### src/rtl/ttt_game_ctrl.sv
// rtl/ttt_game_ctrl.sv - tic-tac-toe controller: board, turns, win/tie detect, saturating score.
// Optional TTT_ALT_START_EN: starting player alternates on every new_game.
module ttt_game_ctrl #(
  parameter int FRAME_CYCLES = 420000
) (
  input  logic        clk,
  input  logic        reset,
  input  logic        new_game,
  input  logic        move,
  input  logic [8:0]  cell_sel,
  output logic [8:0]  F,
  output logic [8:0]  owner,
  output logic        P,
  output logic        game,
  output logic        won,
  output logic        tie,
  output logic        winner,
  output logic        illegal,
  output logic [15:0] score
);

  localparam logic [2:0] ST_IDLE  = 3'd0;
  localparam logic [2:0] ST_PLAY  = 3'd1;
  localparam logic [2:0] ST_HOLD  = 3'd2;
  localparam logic [2:0] ST_CHECK = 3'd3;
  localparam logic [2:0] ST_WIN   = 3'd4;
  localparam logic [2:0] ST_TIE   = 3'd5;

  localparam logic [19:0] HOLD_LOAD = 20'(FRAME_CYCLES - 1);

  logic [2:0]  r_state;
  logic [19:0] r_cnt;
  logic [8:0]  r_f;
  logic [8:0]  r_owner;
  logic        r_p;
  logic        r_won;
  logic        r_tie;
  logic        r_winner;
  logic        r_illegal;
  logic [7:0]  r_score0;
  logic [7:0]  r_score1;

  logic        w_onehot;
  logic        w_legal;
  logic [8:0]  w_mine;
  logic        w_win;
  logic        w_start;

  function automatic logic line_win(input logic [8:0] m);
    return ((m & 9'h007) == 9'h007) || ((m & 9'h038) == 9'h038) ||
           ((m & 9'h1C0) == 9'h1C0) || ((m & 9'h049) == 9'h049) ||
           ((m & 9'h092) == 9'h092) || ((m & 9'h124) == 9'h124) ||
           ((m & 9'h111) == 9'h111) || ((m & 9'h054) == 9'h054);
  endfunction

  assign w_onehot = (cell_sel != 9'd0) && ((cell_sel & (cell_sel - 9'd1)) == 9'd0);
  assign w_legal  = w_onehot && ((cell_sel & r_f) == 9'd0);
  // owner is 0 on empty cells, so P0's cells are the filled ones with owner 0
  assign w_mine   = r_p ? r_owner : (r_f & ~r_owner);
  assign w_win    = line_win(w_mine);

`ifdef TTT_ALT_START_EN
  logic r_alt;
  assign w_start = r_alt;

  always_ff @(posedge clk or negedge reset) begin
    if (!reset) begin
      r_alt <= 1'b0;
    end else if (new_game) begin
      r_alt <= ~r_alt;
    end
  end
`else
  assign w_start = 1'b0;
`endif

  always_ff @(posedge clk or negedge reset) begin
    if (!reset) begin
      r_state   <= ST_IDLE;
      r_cnt     <= 20'd0;
      r_f       <= 9'd0;
      r_owner   <= 9'd0;
      r_p       <= 1'b0;
      r_won     <= 1'b0;
      r_tie     <= 1'b0;
      r_winner  <= 1'b0;
      r_illegal <= 1'b0;
      r_score0  <= 8'd0;
      r_score1  <= 8'd0;
    end else begin
      r_illegal <= 1'b0;
      if (new_game) begin
        r_f     <= 9'd0;
        r_owner <= 9'd0;
        r_won   <= 1'b0;
        r_tie   <= 1'b0;
        r_p     <= w_start;
        r_cnt   <= 20'd0;
        r_state <= ST_PLAY;
      end else begin
        case (r_state)
          ST_PLAY: begin
            if (move) begin
              if (w_legal) begin
                r_f     <= r_f | cell_sel;
                r_owner <= r_owner | (r_p ? cell_sel : 9'd0);
                r_cnt   <= HOLD_LOAD;
                r_state <= ST_HOLD;
              end else begin
                r_illegal <= 1'b1;
              end
            end
          end
          // P stays put for a full frame so the display paints the new cell in the mover's colour
          ST_HOLD: begin
            if (r_cnt == 20'd0) begin
              r_state <= ST_CHECK;
            end else begin
              r_cnt <= r_cnt - 20'd1;
            end
          end
          ST_CHECK: begin
            if (w_win) begin
              r_won    <= 1'b1;
              r_winner <= r_p;
              r_state  <= ST_WIN;
              if (r_p == 1'b0) begin
                if (r_score0 != 8'hFF) r_score0 <= r_score0 + 8'd1;
              end else begin
                if (r_score1 != 8'hFF) r_score1 <= r_score1 + 8'd1;
              end
            end else if (r_f == 9'h1FF) begin
              r_tie   <= 1'b1;
              r_state <= ST_TIE;
            end else begin
              r_p     <= ~r_p;
              r_state <= ST_PLAY;
            end
          end
          default: ;
        endcase
      end
    end
  end

  assign F       = r_f;
  assign owner   = r_owner;
  assign P       = r_p;
  assign game    = (r_state == ST_PLAY) || (r_state == ST_HOLD) || (r_state == ST_CHECK);
  assign won     = r_won;
  assign tie     = r_tie;
  assign winner  = r_winner;
  assign illegal = r_illegal;
  assign score   = {r_score0, r_score1};

endmodule

### config.mk
export PLATFORM = sky130hd
export DESIGN_NAME = ttt_game_ctrl
export DESIGN_NICKNAME = d
export VERILOG_FILES = /design/src/rtl/ttt_game_ctrl.sv
export SDC_FILE = /design/constraint.sdc
export NUM_CORES = 1
export LEC_CHECK = 0
export ABC_AREA = 1
export BUFFER_PORTS_ARGS = -buffer_cell sky130_fd_sc_hd__buf_2
export CAP_MARGIN = 20
export CORE_MARGIN = 4
export CORE_UTILIZATION = 60
export CTS_BUF_LIST = sky130_fd_sc_hd__clkbuf_4
export CTS_CLUSTER_DIAMETER = 120
export DETAILED_ROUTE_END_ITERATION = 10
export PLACE_DENSITY = 0.88
export SLEW_MARGIN = 20
export SYNTH_ARGS = -nofsm -noshare
export SYNTH_HDL_FRONTEND = slang
export SYNTH_SLANG_ARGS = --single-unit
### constraint.sdc
create_clock -name clk -period 3.9 [get_ports clk]
set_input_delay 0 -clock clk [delete_from_list [all_inputs] [get_ports clk]]
set_output_delay 0 -clock clk [all_outputs]
set_load 0.005 [all_outputs]
Yosys cells after proc, flatten, opt, wreduce, memory -nomap -nowiden. Cells that the tools add are included.

Bits in registers: 62. Input bits: 13. Output and inout port bits: 40.

$add $sub $neg: 4. Equality and inequality tests: 20. Muxes and demuxes: 37. Bitwise gates (word level): 8. Reduce and logical (&&, ||, !) cells: 32.

Operators with widths (count): 9-bit 2-to-1 mux (10); 20-bit 2-to-1 mux (4); 20-bit one-hot mux with 2 select lines (1); 9-bit AND (3); 3-bit equality test, second input constant (8); 20-bit zero test (1); 20-bit by 1-bit subtractor with 20-bit output, second input constant (1); 9-bit zero test (2); 3-bit 2-to-1 mux (6); 9-bit bitwise OR (2); 8-bit by 1-bit adder with 8-bit output, second input constant (2); 8-bit inequality test, second input constant (2); 1-bit 2-to-1 mux (15); 3-bit inequality test, second input constant (4); 3-bit AND reduction (4); 2-bit nonzero test (6); 5-bit AND reduction (2); 9-bit equality test, second input constant (1); 1-bit logical OR (9); 9-bit NOT (1); 3-bit one-hot mux with 3 select lines (1); 9-bit nonzero test (1); 9-bit by 1-bit subtractor with 9-bit output, second input constant (1); 4-bit AND reduction (2); other kinds (8) (12).

Longest topological paths before layout.
Word-level depth: 14. Gate-level depth with buffers: 13. Gate-level depth less buffers: 13.

Worst setup path before layout. No wires, ideal clock.

Path kind: reg-to-reg. Start point: register r_cnt[0]. End point: register r_cnt[14]. Setup time: 0.117 ns. Data arrival time: 1.698 ns. Slack: 2.085 ns. Stages on the path, launching flop included: 12. Clock period less this slack: 1.815 ns. Path through: dfrtp_1 -> inv_1 -> ha_1 -> clkbuf_1 -> nand4_1 -> nor2_2 -> nand3_2 -> o21ai_2 -> inv_2 -> buf_2 -> nand3b_1 -> nand2_1.

Word-level cells in the longest chain between the ends: 4. Elaborated cells on any way between the ends: 7. Those cells by class: add/sub: 1; eq/ne: 1; mux: 3; reduce/logical: 2.

RTL lines: start: declaration (line 32) `logic [19:0] r_cnt;`; start signal: assignment (line 119) `r_cnt <= r_cnt - 20'd1;`; 20-bit by 1-bit subtractor with 20-bit output (line 119); 20-bit 2-to-1 mux (line 116) `if (r_cnt == 20'd0) begin`; 20-bit one-hot mux with 2 select lines (line 101) `case (r_state)`; 20-bit 2-to-1 mux (line 92) `if (new_game) begin`.

Parallel ways exist; a longest one is shown, timed or not. The select of a mux whose other input is x is not followed. A chain may end at the register's enable or synchronous reset.

Worst setup path in the final report.
Start point: register r_p, in the netlist P. End point: register r_score0[6].

Word-level cells in the longest chain between the ends: 10. Elaborated cells on any way between the ends: 18. Those cells by class: eq/ne: 8; mux: 1; bitwise: 1; reduce/logical: 8.

RTL lines: start: declaration (line 35) `logic r_p;`; start signal: assignment (line 97) `r_p <= w_start;`; start signal: assignment (line 136) `r_p <= ~r_p;`; 9-bit 2-to-1 mux (line 59) `assign w_mine = r_p ? r_owner : (r_f & ~r_owner);`; 3-bit equality test (line 50) `return ((m & 9'h007) == 9'h007) || ((m & 9'h038) == 9'h038) ||`; 1-bit logical OR (2 in a row) (line 50); 1-bit logical OR (2 in a row) (line 51) `((m & 9'h1C0) == 9'h1C0) || ((m & 9'h049) == 9'h049) ||`; 1-bit logical OR (2 in a row) (line 52) `((m & 9'h092) == 9'h092) || ((m & 9'h124) == 9'h124) ||`; 1-bit logical OR (line 53) `((m & 9'h111) == 9'h111) || ((m & 9'h054) == 9'h054);`; 5-bit AND reduction (no source line) (*); end signal: assignment (line 128) `if (r_score0 != 8'hFF) r_score0 <= r_score0 + 8'd1;`; end: declaration (line 40) `logic [7:0] r_score0;`.

Every way passes the cells marked *; elsewhere a longest branch is shown, timed or not.

==> flow_summary_export.csv <==
group,metric,value,unit
synthesis,synth_edf_count,0,
placed_design,dp_hpwl,6945,um
layout,layout.nets,655,
timing,whs,11.39,ps
global_routing,grt_usage,25.88,%
clocking,clk_path_buf_depth,2,
setup_path,critPathMostFrequentCell,"nand2_1",
synthesis,synthMuxAreaShare,0,%
synthesis,syn_avg_cell_area,6.854,sq um
routing,wl,10090,um
power,power.static_leakage,0.002516,uW
setup_path,slowest_stage,"dfrtp_1",
hold_path,hold_class,"in2reg",
clocking,cts_setup_buffers,0,
global_routing,antenna_found_initial,0,
power,p_clk_share,15.1,%
timing,max_slew_margin,26.52,%
routing,ant_nets,0,
synthesis,synth_compound_area_share,5.402,%
clocking,root_buffer,"clkbuf_4",
routing,routedWlPerCell,14.00,um
timing,drv_slew,0,
timing,worst_pin_slew,1102,ps
synthesis,synth_top_family_by_area,"simple AND/OR/NAND/NOR gates",
clocking,cts.sink_count,62,
setup_path,crit_chain,"inv_2 -> o21ai_0 -> o21a_1 -> nand2_1 -> nand2_1 -> nor2_4 -> nor2_8 -> nand2_2 -> nand2_1 -> nand2_1",
timing,rsz0062_at_grt,"no",
floorplan,start_util,62.75,%
synthesis,synth-xor-area-share,4.129,%
timing,finalCritPeriodShare,67.63,%
placed_design,io_buffers,52,
synthesis,synth_top_area_cell,"dfrtp_1",
synthesis,synth.yosys.seq_area_share,38.50,%
synthesis,ys_async_sr_fraction,100.0,%
layout,area_growth,10.62,%
setup_path,cp.arrival,2960,ps
floorplan,die_w,89.96,um
synthesis,syn_area,4030,sq um
power,p_per_area,566.1,nW/um^2
timing,fmax,379.2,MHz
clocking,cts_made_buffers,9,
global_routing,grt_pass1_wl,17530,um
outcome,status,"finished, final reports clean",
power,ir_drop,0.3461,mV
timing,setup_violations,0,
floorplan,io_pins,53,
global_routing,grt_max_degree,63,
power,combinationalPowerShare,43.0,%
synthesis,synthTopCellsByCount,"nand2_1, dfrtp_1, nor2_1",
routing,remaining_drc_errors,0,
synthesis,synth_seq_cells,62,
timing,fin_tns_setup,0,ps
synthesis,synthSimpleGateAreaFrac,43.71,%
power,switching_share,47.69,%
synthesis,yosys.cell_types.count,37,
synthesis,yosysMostFrequentCell,"nand2_1",
routing,vias,4087,
setup_path,end_kind,"flop",
synthesis,synth_flop_cell,"dfrtp_1",
floorplan,die-area,8092,sq um
synthesis,synth_fa_ha_area_share,0.9314,%
floorplan,fp.dieH,89.96,um
synthesis,synth_area_leaders,"dfrtp_1, nand2_1, nand3_1",
layout,antenna_cells,0,
power,power.switching,1204,uW
timing,hold_viol,0,
setup_path,cp_data_required_time,4220,ps
routing,first_pass_iters,5,
power,share_seq_of_total_power,41.8,%
timing,layout_min_cycle_time,2637,ps
clocking,cts_tree,"built",
timing,fin_worst_skew,12.06,ps
setup_path,max_stage_delay,1080,ps
synthesis,syn_inst,588,
clocking,path_clk_slew,100,ps
routing,vias_per_cell,5.669,
synthesis,yosys_warnings,0,
clocking,clock_latency,430,ps
floorplan,core_area,6422,sq um
routing,drt_iter0_drc,264,
synthesis,syn_nets,604,
layout,drive_above_1_share,15.22,%
setup_path,crit_path_start_kind,"flop",
floorplan,rows,29,
clocking,h-tree-depth,3,
placed_design,place_congestion,0.9192,
global_routing,grt_pass1_vias,3856,
flow_run,cap_violations,0,
synthesis,synth_top_area_share,38.50,%
setup_path,crit_fanout,32,
setup_path,path_class,"reg2reg",
power,p_int,1320,uW
global_routing,grt_overflow_total,0,
## path summary, 6_finish.rpt
path | startpoint | endpoint | slack [ps] | depth (start not counted)
worst min register to register | r_state[1] | r_state[1] | 500 | 2
worst min-delay path | cell_sel[4] | F[4] | 10 | 5
max in group asynchronous | reset | r_cnt[17] | 3120 | 3
worst max register to register | P | r_score0[6] | 1260 | 10
min in group asynchronous | reset | r_cnt[6] | 270 | 3
worst max-delay path | P | r_score0[6] | 1260 | 10
## power groups by stage
| stage | Combinational, uW | Sequential [uW] | Clock (uW) |
|---|---|---|---|
| 6_report | 1090 | 1060 | 382 |
| 3_5_place_dp | 1070 | 1060 | 0 |
| 2_1_floorplan | 858 | 969 | 0 |
| 5_1_grt | 1250 | 1080 | 416 |
| 4_1_cts | 1080 | 1050 | 386 |
| 3_3_place_gp | 1040 | 1050 | 0 |
## cell type report
type	instances	area, sq um
clock buffer	11	82.58
clock inverter	5	26.28
fill	551	1964
inverter	48	180.2
multi-input combinational	458	2183
sequential	62	1551
tap	77	96.34
timing repair buffer	60	337.8
## per-stage QoR
step / setup slack [ps] / power, uW / util [%] / std cells / cell area [sq um]
after detailed placement: 1344 / 2127 / 66.63 / 698 / 4279
final: 1263 / 2524 / 69.41 / 721 / 4458
after CTS: 1336 / 2514 / 69.41 / 721 / 4458
after floorplan: 2085 / 1827 / - / 588 / 4030
after global routing: 997.5 / 2742 / 69.41 / 721 / 4458
after global placement: 1408 / 2086 / 66.63 / 698 / 4279
## cell families (layout without fill, tap and decap cells)
| kind of cell | count (synthesis) | in the layout |
|---|---|---|
| AO/OA/AOI/OAI | 40 | 40 |
| buffers and inverters | 68 | 124 |
| AND/OR/NAND/NOR | 396 | 396 |
| XOR/XNOR | 19 | 19 |
| flip-flops | 62 | 62 |
| adder cells (fa/ha/maj) | 3 | 3 |
## critical path: cells and delay by family (launching register included)
family / cells / cell delay, ps
compound gates: 2 / 350
flops: 1 / 1080
buf+inv: 1 / 260
simple gates: 7 / 840
## metal layers
metal	routed length (um)	vias to the layer above	track usage, %
met3	717	31	5.760
met2	4901	167	42.79
met5	0	-	0
met1	4214	1884	32.26
li1	-	2005	-
met4	259	0	12.24
## sequential cells by signal (all words and copies together), names as in the netlist
signal    cells
F             9
P             1
illegal       1
owner         9
r_cnt        20
r_score0      8
r_score1      8
r_state       3
tie           1
winner        1
won           1
## cell usage in the layout (no fill, tap or decap), types with 10 or more instances in the layout
master	synthesis	layout
o21ai_0	10	10
nand4_1	34	34
inv_1	40	40
buf_2	5	52
nand2_1	226	226
dfrtp_1	62	62
nand3_1	51	51
clkbuf_4	0	11
xnor2_1	10	10
nor2_1	55	55
a21oi_1	24	24
## timing repair
action                                  in CTS  in global routing
resized for setup                            0                  0
endpoints found under the setup margin       0                  0
endpoints found under the hold margin       69                  0
hold buffers                                 7                  0
(Power assumes the default switching activity.)
